**src/rtl/code_run_pkg.sv**
```systemverilog
// Shared constants and the (value, count) pair type for the code run-length encoder.
package code_run_pkg;

    localparam int unsigned RUN_W_DEFAULT   = 8;
    localparam int unsigned MAX_RUN_DEFAULT = (2 ** RUN_W_DEFAULT) - 1;

    typedef struct packed {
        logic [7:0]               val;
        logic [RUN_W_DEFAULT-1:0] cnt;
    } run_pair_t;

endpackage

```
**src/rtl/run_pair_slot.sv**
```systemverilog
// One-entry registered valid/ready holding register for a run pair.
// A load in the same cycle as a drain replaces the contents without a bubble.
module run_pair_slot
    import code_run_pkg::*;
#(
    parameter type pair_t = run_pair_t
) (
    input  logic  clock,
    input  logic  reset,
    input  logic  load,
    input  pair_t load_pair,
    input  logic  drain,
    output logic  valid,
    output pair_t pair
);

    always_ff @(posedge clock or posedge reset) begin
        if (reset) begin
            valid <= 1'b0;
            pair  <= '0;
        end else if (load) begin
            valid <= 1'b1;
            pair  <= load_pair;
        end else if (drain) begin
            valid <= 1'b0;
        end
    end

endmodule

```
**src/rtl/code_run_encoder.sv**
```systemverilog
// Run-length encodes an 8-bit code stream into (value, count) pairs.
// Defining CODE_RUN_STATS_EN adds the 16-bit stat_pairs emit counter port.
module code_run_encoder
    import code_run_pkg::*;
#(
    parameter int unsigned RUN_W = RUN_W_DEFAULT
) (
    input  logic             clock,
    input  logic             reset,
    input  logic             in_valid,
    output logic             in_ready,
    input  logic [7:0]       in_data,
    input  logic             flush,
    output logic             out_valid,
    input  logic             out_ready,
    output logic [7:0]       out_data,
    output logic [RUN_W-1:0] out_count
`ifdef CODE_RUN_STATS_EN
    ,
    output logic [15:0]      stat_pairs
`endif
);

    typedef struct packed {
        logic [7:0]       val;
        logic [RUN_W-1:0] cnt;
    } pair_t;

    localparam logic [RUN_W-1:0] MAX_RUN = '1;

    logic             slot_free, accept, extend, flush_emit, emit;
    logic             run_open_q, run_open_d;
    logic [7:0]       run_val_q, run_val_d;
    logic [RUN_W-1:0] run_cnt_q, run_cnt_d;
    pair_t            emit_pair, slot_pair;

    assign slot_free  = !out_valid || out_ready;
    assign in_ready   = slot_free && !flush;
    assign accept     = in_valid && in_ready;
    // A saturated run is split even when the code repeats, so counts never wrap.
    assign extend     = run_open_q && (in_data == run_val_q) && (run_cnt_q != MAX_RUN);
    assign flush_emit = flush && run_open_q && slot_free;
    assign emit       = (accept && run_open_q && !extend) || flush_emit;
    assign emit_pair  = {run_val_q, run_cnt_q};

    always_comb begin
        run_open_d = run_open_q;
        run_val_d  = run_val_q;
        run_cnt_d  = run_cnt_q;
        if (accept) begin
            run_open_d = 1'b1;
            run_val_d  = in_data;
            run_cnt_d  = extend ? run_cnt_q + 1'b1 : RUN_W'(1);
        end else if (flush_emit) begin
            run_open_d = 1'b0;
        end
    end

    always_ff @(posedge clock or posedge reset) begin
        if (reset) begin
            run_open_q <= 1'b0;
            run_val_q  <= '0;
            run_cnt_q  <= '0;
        end else begin
            run_open_q <= run_open_d;
            run_val_q  <= run_val_d;
            run_cnt_q  <= run_cnt_d;
        end
    end

    run_pair_slot #(
        .pair_t(pair_t)
    ) u_slot (
        .clock    (clock),
        .reset    (reset),
        .load     (emit),
        .load_pair(emit_pair),
        .drain    (out_ready),
        .valid    (out_valid),
        .pair     (slot_pair)
    );

    assign out_data  = slot_pair.val;
    assign out_count = slot_pair.cnt;

`ifdef CODE_RUN_STATS_EN
    logic [15:0] stat_q;

    always_ff @(posedge clock or posedge reset) begin
        if (reset) begin
            stat_q <= '0;
        end else if (emit) begin
            stat_q <= stat_q + 16'd1;
        end
    end

    assign stat_pairs = stat_q;
`endif

endmodule

```
**config.mk**
```make
export PLATFORM = sky130hd
export DESIGN_NAME = code_run_encoder
export DESIGN_NICKNAME = d
export VERILOG_FILES = /design/src/rtl/code_run_pkg.sv /design/src/rtl/run_pair_slot.sv /design/src/rtl/code_run_encoder.sv
export SDC_FILE = /design/constraint.sdc
export NUM_CORES = 1
export LEC_CHECK = 0
export BUFFER_PORTS_ARGS = -buffer_cell sky130_fd_sc_hd__buf_4
export CAP_MARGIN = 20
export CORE_MARGIN = 2
export CORE_UTILIZATION = 45
export DETAILED_ROUTE_END_ITERATION = 12
export HOLD_SLACK_MARGIN = 0.15
export MAX_ROUTING_LAYER = met4
export PLACE_DENSITY = 0.7
export SYNTH_ARGS = -nofsm -noshare
export SYNTH_HDL_FRONTEND = slang
export SYNTH_SLANG_ARGS = --single-unit
```
**constraint.sdc**
```tcl
create_clock -name clock -period 1.8 [get_ports clock]
set_input_delay 0.18 -clock clock [delete_from_list [all_inputs] [get_ports clock]]
set_output_delay 0.18 -clock clock [all_outputs]
set_load 0.01 [all_outputs]
```
# Word level (Yosys, flattened, before mapping)
# Index checks and enable logic that the tools add are counted.
# Widths: inputs -> output; s select.
totals:
  input_bits: 13
  out_inout_bits: 18
  reg_bits: 34
  word_cells: 29
op_classes:
  reduce_logical: 15
  n_addsub: 1
  eq_ne: 2
  mux: 5
ops:
  columns: ["operator", "count"]
  rows:
  - ["$add 8x1->8 const B", 1]
  - ["$eq 8x8->1", 1]
  - ["$logic_and 1x1->1", 8]
  - ["$mux 8", 1]
  - ["$ne 8x8->1 const B", 1]
  - ["$mux 1", 4]
  - ["$reduce_bool 2->1", 2]
  - ["$logic_not 1->1", 3]
  - ["$logic_or 1x1->1", 2]

# Depth between registers and ports, before layout
logic_depth:
  word_depth: 8
  depth_mapped: 6
  mapped_depth_nobuf: 6

# Modules after synthesis
# A second synthesis with hierarchy kept.
hier_totals:
  hier_cells: 139
  area_unflattened_um2: 1616.6
modules_own_cells:
  columns: ["mod", "area_each_um2", "seq_area_each_um2", "cells_each", "instances"]
  rows:
  - ["code_run_encoder", 929.6, 425.4, 101, 1]
  - ["run_pair_slot", 686.9, 425.4, 38, 1]

# Least setup slack after synthesis
# Ideal clock, no wire load.
synth_path:
  path_kind: "flip-flop to flip-flop"
  start: "register run_cnt_q[0]"
  end: "register u_slot.pair[0] (netlist name)"
  setup_slack_ps: -143
  setup_ps: 125
  stages_incl_launch_ff: 7
  period_less_slack_ps: 1943
  t_required_ps: 1675
  arrival_time_ps: 1818
  path_buffers: 1
  path_cell_list: "dfrtp_1 ha_1 nand3_1 or2_2 a41oi_4 buf_6 mux2_4"
synth_between:
  elab_chain_len: 5
synth_rtl:
  columns: ["element", "line_no", "source"]
  rows:
  - ["start: declaration", "code_run_encoder.sv:34", "logic [RUN_W-1:0] run_cnt_q, run_cnt_d;"]
  - ["start signal: assignment", "code_run_encoder.sv:67", "run_cnt_q <= run_cnt_d;"]
  - ["$ne 8x8->1", "code_run_encoder.sv:41", "assign extend = run_open_q && (in_data == run_val_q) && (run_cnt_q != MAX_RUN);"]
  - ["$logic_and 1x1->1", "code_run_encoder.sv:41", null]
  - ["$logic_not 1->1", "code_run_encoder.sv:43", "assign emit = (accept && run_open_q && !extend) || flush_emit;"]
  - ["$logic_and 1x1->1", "code_run_encoder.sv:43", null]
  - ["$logic_or 1x1->1", "code_run_encoder.sv:43", null]
  - ["end signal: assignment", "run_pair_slot.sv:23", "pair <= load_pair;"]
  - ["end: declaration", "run_pair_slot.sv:14", "output pair_t pair"]
# Parallel ways exist; a longest one is shown, timed or not.
# A chain may end at the register's enable or synchronous reset.

# Worst setup path after layout
layout_path:
  start: "register run_cnt_q[1]"
  end: "register u_slot.pair[13] (netlist name)"
layout_between:
  elab_chain_len: 5
layout_rtl:
  columns: ["element", "line_no"]
  rows:
  - ["$ne 8x8->1", "code_run_encoder.sv:41"]
  - ["$logic_and 1x1->1", "code_run_encoder.sv:41"]
  - ["$logic_not 1->1", "code_run_encoder.sv:43"]
  - ["$logic_and 1x1->1", "code_run_encoder.sv:43"]
  - ["$logic_or 1x1->1", "code_run_encoder.sv:43"]
# Every way passes these cells.

==> run summary <==
Max cap viols -> 0
Worst Path Required -> 2040 ps
Layout cell share with drive strength beyond 1 -> 42.93%
Post-Syn Instances -> 140
Mapped Avg Cell Area -> 11.61 um^2
Fin nets -> 218
ANT nets after route -> 0
Worst-margin pin slew -> 430.9 ps
Seq/Total Area, Yosys -> 52.35%
Final Cell Area -> 2311 um^2
Row count -> 21
Synth top area cells -> dfrtp_1 (52%), mux2_4 (8.3%), nand2_1 (8.1%)
Startpoint Class -> register
Final min period -> 1824 ps
Internal power -> 0.001667 W
Dpl cell area -> 2051 um^2
Max transition margin -> 71.27%
Final WS setup -> -24.49 ps
First-pass GRT wire length -> 5899 um
CP Capture Type -> register
Average wire per standard cell -> 14.42 um
Yosys Warn Count -> 0
Utilization after layout -> 67.66%
PD cells -> 1064 nW/um^2
NetSw -> 0.0007928 W
Synth unique cells -> 33
Power, Total -> 0.002460 W
Initial drt markers -> 84
Switch share -> 32.23%
DR vias -> 1303
I/O pin count -> 31
Clock power frac -> 17.8%
Area share of the largest cell type after synthesis -> 52.35%
H-tree lvl count -> 2
Synth area leader -> dfrtp_1
Seq pwr share -> 42.8%
Violated checks -> negative setup slack
CTS tree -> done
Via-per-instance ratio -> 5.191
Die ar. -> 4109 um^2
Total GRT Usage -> 19.58%
HPWL Detailed -> 2365 um
Die width -> 64.10 um
CTS Root Cell -> clkbuf_4
Remaining DRCs -> 0
Sink Count -> 34
Global route total overflow -> 0
RSZ-0062 raised after global routing -> true
Worst VDD drop -> 0.0006927 V
Initial antenna violation count -> 0
Fmax -> 548.1 MHz
Largest net degree at the start of global routing -> 35
Tcrit/Tclk final -> 101.4%
Clk_lat worst skew -> 340 ps
CTS Buffer Depth -> 2
Clk_skew -> 6.586 ps
Num CTS Buffers -> 5
Reg clk slew, reported paths -> 100 ps
Cells after DPL -> 230
Starting Density -> 47.58%
Leakage -> 1.135 nW
Post-Layout Cell Count -> 251
Status -> finished, violations left
Combinational fraction of design power -> 39.4%
Flops & latches, synth -> 34
Syn-to-layout area delta -> 42.19%
Max FO, Critical Path -> 5
Fin. Hold Viols -> 0
Drt first pass iters -> 4
IO buf count -> 30
Min Hold Slack -> 206.8 ps
Final wirelength -> 3619 um
Hold Crit Class -> input port to register
Syn Nets -> 154
Mapped cell area -> 1625 um^2
Setup Viol. Count Final -> 5
Core area -> 3416 um^2
DIE HEIGHT -> 64.10 um
Inserted Diodes -> 0
Number of global-route vias before repair -> 1259
Worst EP arrival -> 2060 ps
Pins Over Slew Limit -> 0
CP Class -> register to register
Placer Congestion -> 0.7924
==> path summary, 6_finish.rpt <==
check / depth (start not counted) / slack (ps) / from / to
max reg2reg: 6 / -20 / run_cnt_q[1] / u_slot.pair[13]
max in group asynchronous: 4 / 1000 / reset / run_cnt_q[5]
max: 6 / -20 / run_cnt_q[1] / u_slot.pair[13]
min: 3 / 210 / out_ready / u_slot.valid
min in group asynchronous: 4 / 490 / reset / u_slot.pair[8]
min reg2reg: 1 / 520 / u_slot.pair[8] / u_slot.pair[8]
==> repair_timing <==
action	CTS	global route
pin swaps	0	3
setup buffers	0	4
endpoints found under the setup margin	8	20
resized for setup	4	9
hold buffers	9	0
hold endpoints to repair	42	0
cloned	0	1
==> synth_stat cells <==
cell	instances
or2_2	1
nor2_1	3
and3_1	2
ha_1	1
clkbuf_1	3
nor4_4	2
o21ai_0	2
inv_1	1
xor2_1	7
o21ba_2	1
nor2b_1	2
a41oi_4	1
nor3b_1	1
buf_6	1
a21o_1	1
nand3b_1	1
nand3_1	7
mux2_2	7
mux2i_1	1
a32oi_1	2
and2_1	1
nand2_1	35
a22oi_1	1
nand2b_1	2
o211ai_1	2
o2111ai_1	2
nand4_1	1
xnor2_1	1
dfrtp_1	34
a21boi_0	1
o41ai_1	2
mux2_4	9
nor4_1	2
==> sequential cells by signal, indices dropped and copies added (netlist names) <==
register / flops
u_slot.pair: 16
u_slot.valid: 1
run_val_q: 8
run_open_q: 1
run_cnt_q: 8
==> critical path: stages, from the launching register on <==
cell and delay (ps):
dfrtp_1 380, ha_2 190, nand3_1 70, or2_4 240, a41oi_4 310, clkbuf_16 210, mux2_2 330
==> power by group through the flow <==
| stage | Combinational (W) | Clock, W | Sequential [W] |
|---|---|---|---|
| 4_1_cts | 0.000863 | 0.000454 | 0.00104 |
| 3_5_place_dp | 0.000837 | 0 | 0.00106 |
| 2_1_floorplan | 0.000477 | 0 | 0.00108 |
| 6_report | 0.000970 | 0.000438 | 0.00105 |
| 5_1_grt | 0.00104 | 0.000496 | 0.00107 |
| 3_3_place_gp | 0.000818 | 0 | 0.00105 |
==> logic make-up (layout without fill, tap and decap cells) <==
family	after synthesis	in the layout	synth area share, %
fa+ha+maj	1	1	0.7697
flops	34	34	52.35
simple gates	60	60	18.71
mux	17	17	13.78
compound gates	15	15	8.469
buf+inv	5	70	1.616
xor+xnor	8	8	4.311
==> metal layers <==
metal / wire length (um) / GRT usage, % / share of wire (%) / up-vias
li1: - / - / - / 619
met1: 1558 / 24.22 / 43 / 646
met2: 1837 / 30.47 / 51 / 32
met3: 170 / 5.810 / 4.7 / 6
met4: 52 / 7.447 / 1.4 / 0
met5: 0 / - / 0 / -
==> placed cells by master, fill, tap and decap left out, types with 2 or more instances in the layout <==
master         count
buf_4             49
nand3_1            6
nand2b_1           2
mux2_2             2
nand2_1           35
a32oi_1            2
dfrtp_1           34
nor4_1             2
and3_1             2
nor4_4             2
xor2_1             4
clkbuf_4           5
xor2_2             3
o41ai_2            2
mux2_4            14
o2111ai_1          2
o21ai_0            2
o211ai_1           2
nor2_1             3
dlygate4sd3_1      8
nor2b_1            2
==> final cells by class <==
| cell class | instances | area (um^2) |
|---|---|---|
| clock buffer | 7 | 55.05 |
| inverter | 1 | 3.754 |
| sequential | 34 | 850.8 |
| fill | 278 | 1105 |
| tap | 46 | 57.56 |
| clock inverter | 1 | 5.005 |
| multi-input combinational | 101 | 822.0 |
| timing repair buffer | 61 | 516.7 |
==> through the flow <==
stage | setup WS, ps | setup TNS, ps
floorplan | -124.3 | -1119
global placement | 21.98 | 0
detailed placement | -21.01 | -54.98
CTS | 29.41 | 0
global route | -122.3 | -1222
finish | -24.49 | -69.15
Power figures use the tool's default switching activity.
